$ cat config.mk
export PLATFORM = sky130hd
export DESIGN_NAME = del_3_serial
export DESIGN_NICKNAME = d
export VERILOG_FILES = /design/src/rtl/del_3_serial.sv
export SDC_FILE = /design/constraint.sdc
export NUM_CORES = 1
export LEC_CHECK = 0
export CAP_MARGIN = 20
export CORE_MARGIN = 1.5
export CORE_UTILIZATION = 44
export DETAILED_ROUTE_END_ITERATION = 10
export GPL_TIMING_DRIVEN = 0
export PLACE_DENSITY_LB_ADDON = 0.15
export SETUP_SLACK_MARGIN = 0.5
export SYNTH_ARGS = -nofsm -noshare
export SYNTH_HDL_FRONTEND = slang
export SYNTH_SLANG_ARGS = --single-unit
$ cat constraint.sdc
create_clock -name clk -period 1.6 [get_ports clk]
set_clock_uncertainty 0.1 [all_clocks]
set_input_delay 0.16 -clock clk [delete_from_list [all_inputs] [get_ports clk]]
set_output_delay 0.16 -clock clk [all_outputs]
set_load 0.01 [all_outputs]
$ cat src/rtl/del_3_serial.sv
// Bit-serial word assembler with running mod-3 remainder FSM (MSB first).
// Optional reference cross-check of each word's remainder: DEL3_SERIAL_CHECK_EN.
module del_3_serial #(
   parameter int DATA_W = 8
) (
   input  logic              clk,
   input  logic              rst,
   input  logic              bit_in,
   input  logic              bit_valid,
   input  logic              sync,
   output logic [DATA_W-1:0] data_out,
   output logic              data_valid,
   output logic [1:0]        rem,
   output logic              divisibility,
   output logic              busy,
   output logic              chk_err
);

   localparam int CW = $clog2(DATA_W);
   localparam logic [CW-1:0] LAST = CW'(DATA_W - 1);

   typedef enum logic [1:0] {R0 = 2'd0, R1 = 2'd1, R2 = 2'd2} rem_state_t;

   rem_state_t        state, state_nxt, base_st, step_st;
   logic [CW-1:0]     cnt, cnt_nxt, base_cnt;
   logic [DATA_W-1:0] sr, sr_nxt;
   logic              done;

   always_ff @(posedge clk) begin
      if (rst) begin
         state <= R0;
         cnt   <= '0;
         sr    <= '0;
      end else begin
         state <= state_nxt;
         cnt   <= cnt_nxt;
         sr    <= sr_nxt;
      end
   end

   // sync restarts alignment, and a bit in the same cycle becomes bit 0
   always_comb begin
      base_st   = sync ? R0 : state;
      base_cnt  = sync ? '0 : cnt;
      state_nxt = base_st;
      cnt_nxt   = base_cnt;
      sr_nxt    = sr;
      done      = 1'b0;
      case (base_st)
         R0:      step_st = bit_in ? R1 : R0;
         R1:      step_st = bit_in ? R0 : R2;
         R2:      step_st = bit_in ? R2 : R1;
         default: step_st = R0;
      endcase
      if (bit_valid) begin
         sr_nxt = {sr[DATA_W-2:0], bit_in};
         if (base_cnt == LAST) begin
            done      = 1'b1;
            cnt_nxt   = '0;
            state_nxt = R0;
         end else begin
            cnt_nxt   = base_cnt + CW'(1);
            state_nxt = step_st;
         end
      end
   end

   always_ff @(posedge clk) begin
      if (rst) begin
         data_out     <= '0;
         rem          <= 2'd0;
         divisibility <= 1'b1;
         data_valid   <= 1'b0;
      end else begin
         data_valid <= done;
         if (done) begin
            data_out     <= sr_nxt;
            rem          <= step_st;
            divisibility <= (step_st == R0);
         end
      end
   end

   assign busy = (cnt != '0);

`ifdef DEL3_SERIAL_CHECK_EN
   logic [1:0] ref_rem;
   assign ref_rem = 2'(data_out % DATA_W'(3));

   always_ff @(posedge clk) begin
      if (rst)
         chk_err <= 1'b0;
      else if (data_valid && (ref_rem != rem))
         chk_err <= 1'b1;
   end
`else
   assign chk_err = 1'b0;
`endif

endmodule
==> metrics <==
Top-Level Pins 19; post-synthesis cell type count 27; Max Slew Vio Count 0; R2R depth 7; PwrDens 874 nW/µm²; Post-synth ARST share 0%; vias in the first global route 718; GRT overflow 0; Max Root-Sink Buffers 2; Mapped Cells 104; via count 781; switch share 20.3%; first-pass GRT wire length 3.46 mm; cts hold-fix bufs 0; WL/cell 12.7 µm; drt pass-1 iters 4; DRC 0; worst-margin pin slew 0.527 ns; CTS tree built; # nets final 136; routability cong. 0.762; Die X 49.8 µm; Clock Tree Root clkbuf_4; CP startpoint kind flop; Synthesized Nets 111; Post-Layout Cell Count 155; Worst EP required 1.69 ns; mapped cell area 965 µm²; max cap viols 0; Hold Path Cell Cnt 2; P_leak 0.563 nW; max frequency 658 MHz; largest net degree at the start of global routing 15; worst hold path class in2reg; Site Rows 16; area added between synthesis and finish 32.8%; clk sinks 24; Port-buffer cells 16; Slew HR 64.9%; WP data arrival 1.61 ns; Die Y-Extent 49.8 µm; HPWL after DPL 1.27 mm; FF-to-FF setup slack 0.08 ns; Synth Register Bits 24; final total power 0.00112 W; Yosys warnings 0; worst-path maximum fanout 10; antenna cells 0; Clock Latency Late Sink 0.31 ns; Clock Power Share 38.6%; worst reg2reg endpoint rem[1]$_SDFFE_PP0P_; standard cell core area 2020 µm²; Crit. Startpoint cnt[0]$_SDFF_PP0_; register area share after synthesis 49.8%; DRT Wirelength 1.97 mm; die area 2480 µm²; Worst setup EP type flop; Post-Synthesis Mean Instance Area 9.28 µm²; Setup crit end rem[1]$_SDFFE_PP0P_; cts bufs inserted 3; min Tclk post-route 1.52 ns; switching power 0.000227 W; CP Class reg2reg; DP Cell Count 147; internal power 0.000893 W; ANT nets after route 0; Logic pwr share 6.9%; layout cell share with drive strength beyond 1 37.5%; initial antenna violation count 0; clock slew at reported path FFs 0.13 ns; H-tree depth 1; final number of setup-violating endpoints 0; worst reg2reg startpoint cnt[0]$_SDFF_PP0_; sequential power share 54.6%; Initial Util 47.7%; endpoints failing hold 0; Final Cycle Share 95.0%; vias per cell 5.04; initial DRC count 13; Post-synth EDFFs 0; worst vdd ir 613 µV; status finished clean; RSZ-0062 raised after global routing yes; top_reg_cell synth dfxtp_1; Total GRT Usage 18.0%; Fin Hold WS 0.103 ns
worst min path at each step:
| stage | slack, ns | start | to |
|---|---|---|---|
| floorplan | 0.20 | bit_in | data_out[0]$_SDFFE_PP0P_ |
| global placement | 0.34 | rem[1]$_SDFFE_PP0P_ | rem[1]$_SDFFE_PP0P_ |
| detailed placement | 0.35 | data_out[3]$_SDFFE_PP0P_ | data_out[3]$_SDFFE_PP0P_ |
| CTS | 0.1 | rst | data_out[0]$_SDFFE_PP0P_ |
| global route | 0.13 | rst | data_out[1]$_SDFFE_PP0P_ |
| finish | 0.10 | rst | data_out[0]$_SDFFE_PP0P_ |
sequential cells by signal, indices dropped and copies added, names as in the netlist:
name and count:
cnt 3, data_out 8, data_valid 1, divisibility 1, rem 2, sr 7
state 2
kinds of logic (layout without fill, tap and decap cells):
kind of cell	Yosys count	after routing	synth area share [%]
xor+xnor	1	1	0.908
compound gates	17	17	10.2
flops	24	24	49.8
simple gates	42	42	23.0
fa+ha+maj	2	2	2.59
mux	9	9	9.34
other cells	1	1	0.389
buf+inv	8	32	3.76
layout by cell type (no fill, tap or decap), types with 4 or more instances in the layout:
cell,netlist,layout
dfxtp_1,24,10
buf_4,1,4
a21oi_1,11,11
dfxtp_2,0,14
nand2_1,18,17
nor2_1,12,12
buf_2,2,13
mux2i_1,9,9
power by group through the flow:
stage	Combinational (W)	Clock (W)	Sequential [W]
after global routing	0.0000843	0.000470	0.000612
final	0.0000770	0.000432	0.000611
after detailed placement	0.0000704	0	0.000624
after CTS	0.0000706	0.000446	0.000610
after global placement	0.0000692	0	0.000623
after floorplan	0.0000438	0	0.000622
synthesized netlist by cell type, types with 2 or more instances:
cell type / number / share of area (%)
nor2_1: 12 / 4.7
dfxtp_1: 24 / 50
buf_2: 2 / 1.0
nand2_1: 18 / 7.0
a21oi_1: 11 / 5.7
ha_1: 2 / 2.6
o21ai_0: 2 / 1.0
clkbuf_1: 4 / 1.6
and2b_1: 3 / 2.3
mux2i_1: 9 / 9.3
per-layer routing:
metal	wire [µm]	GRT usage [%]	up-vias
li1	-	-	400
met1	900	22.8	362
met2	956	29.6	17
met3	93	3.64	2
met4	18	7.87	0
met5	0	0	-
what timing repair did:
item / CTS / global route
endpoints found under the setup margin: 37 / 26
buffers inserted: 2 / 1
resized for setup: 67 / 13
gates cloned: 1 / 0
pin swaps: 1 / 0
final cells by class:
| type | instances | area [µm²] |
|---|---|---|
| fillers | 189 | 741 |
| plain buffers | 7 | 55.1 |
| repair buffers | 20 | 131 |
| clock buffers | 3 | 22.5 |
| well taps | 27 | 33.8 |
| flip-flops and latches | 24 | 498 |
| multi-input cells | 72 | 507 |
| inverters | 1 | 3.75 |
| clock inverters | 1 | 30.0 |
worst max-delay path, cell delays in order (launching register included):
cell	delay, ns
dfxtp_2	0.34
and2b_1	0.19
ha_4	0.17
ha_4	0.17
and2_4	0.14
buf_6	0.13
o21ai_1	0.08
a21oi_1	0.07
per-stage QoR:
step	setup slack, ns	cell area, µm²	util, %	setup TNS [ns]
final	0.0800	1280	63.4	0
after global routing	0.0203	1280	63.4	0
after CTS	0.104	1240	61.6	0
after detailed placement	-0.525	1190	59.0	-6.97
after global placement	-0.473	1190	59.0	-6.42
after floorplan	0.197	1000	-	0
Power figures use the tool's default switching activity.
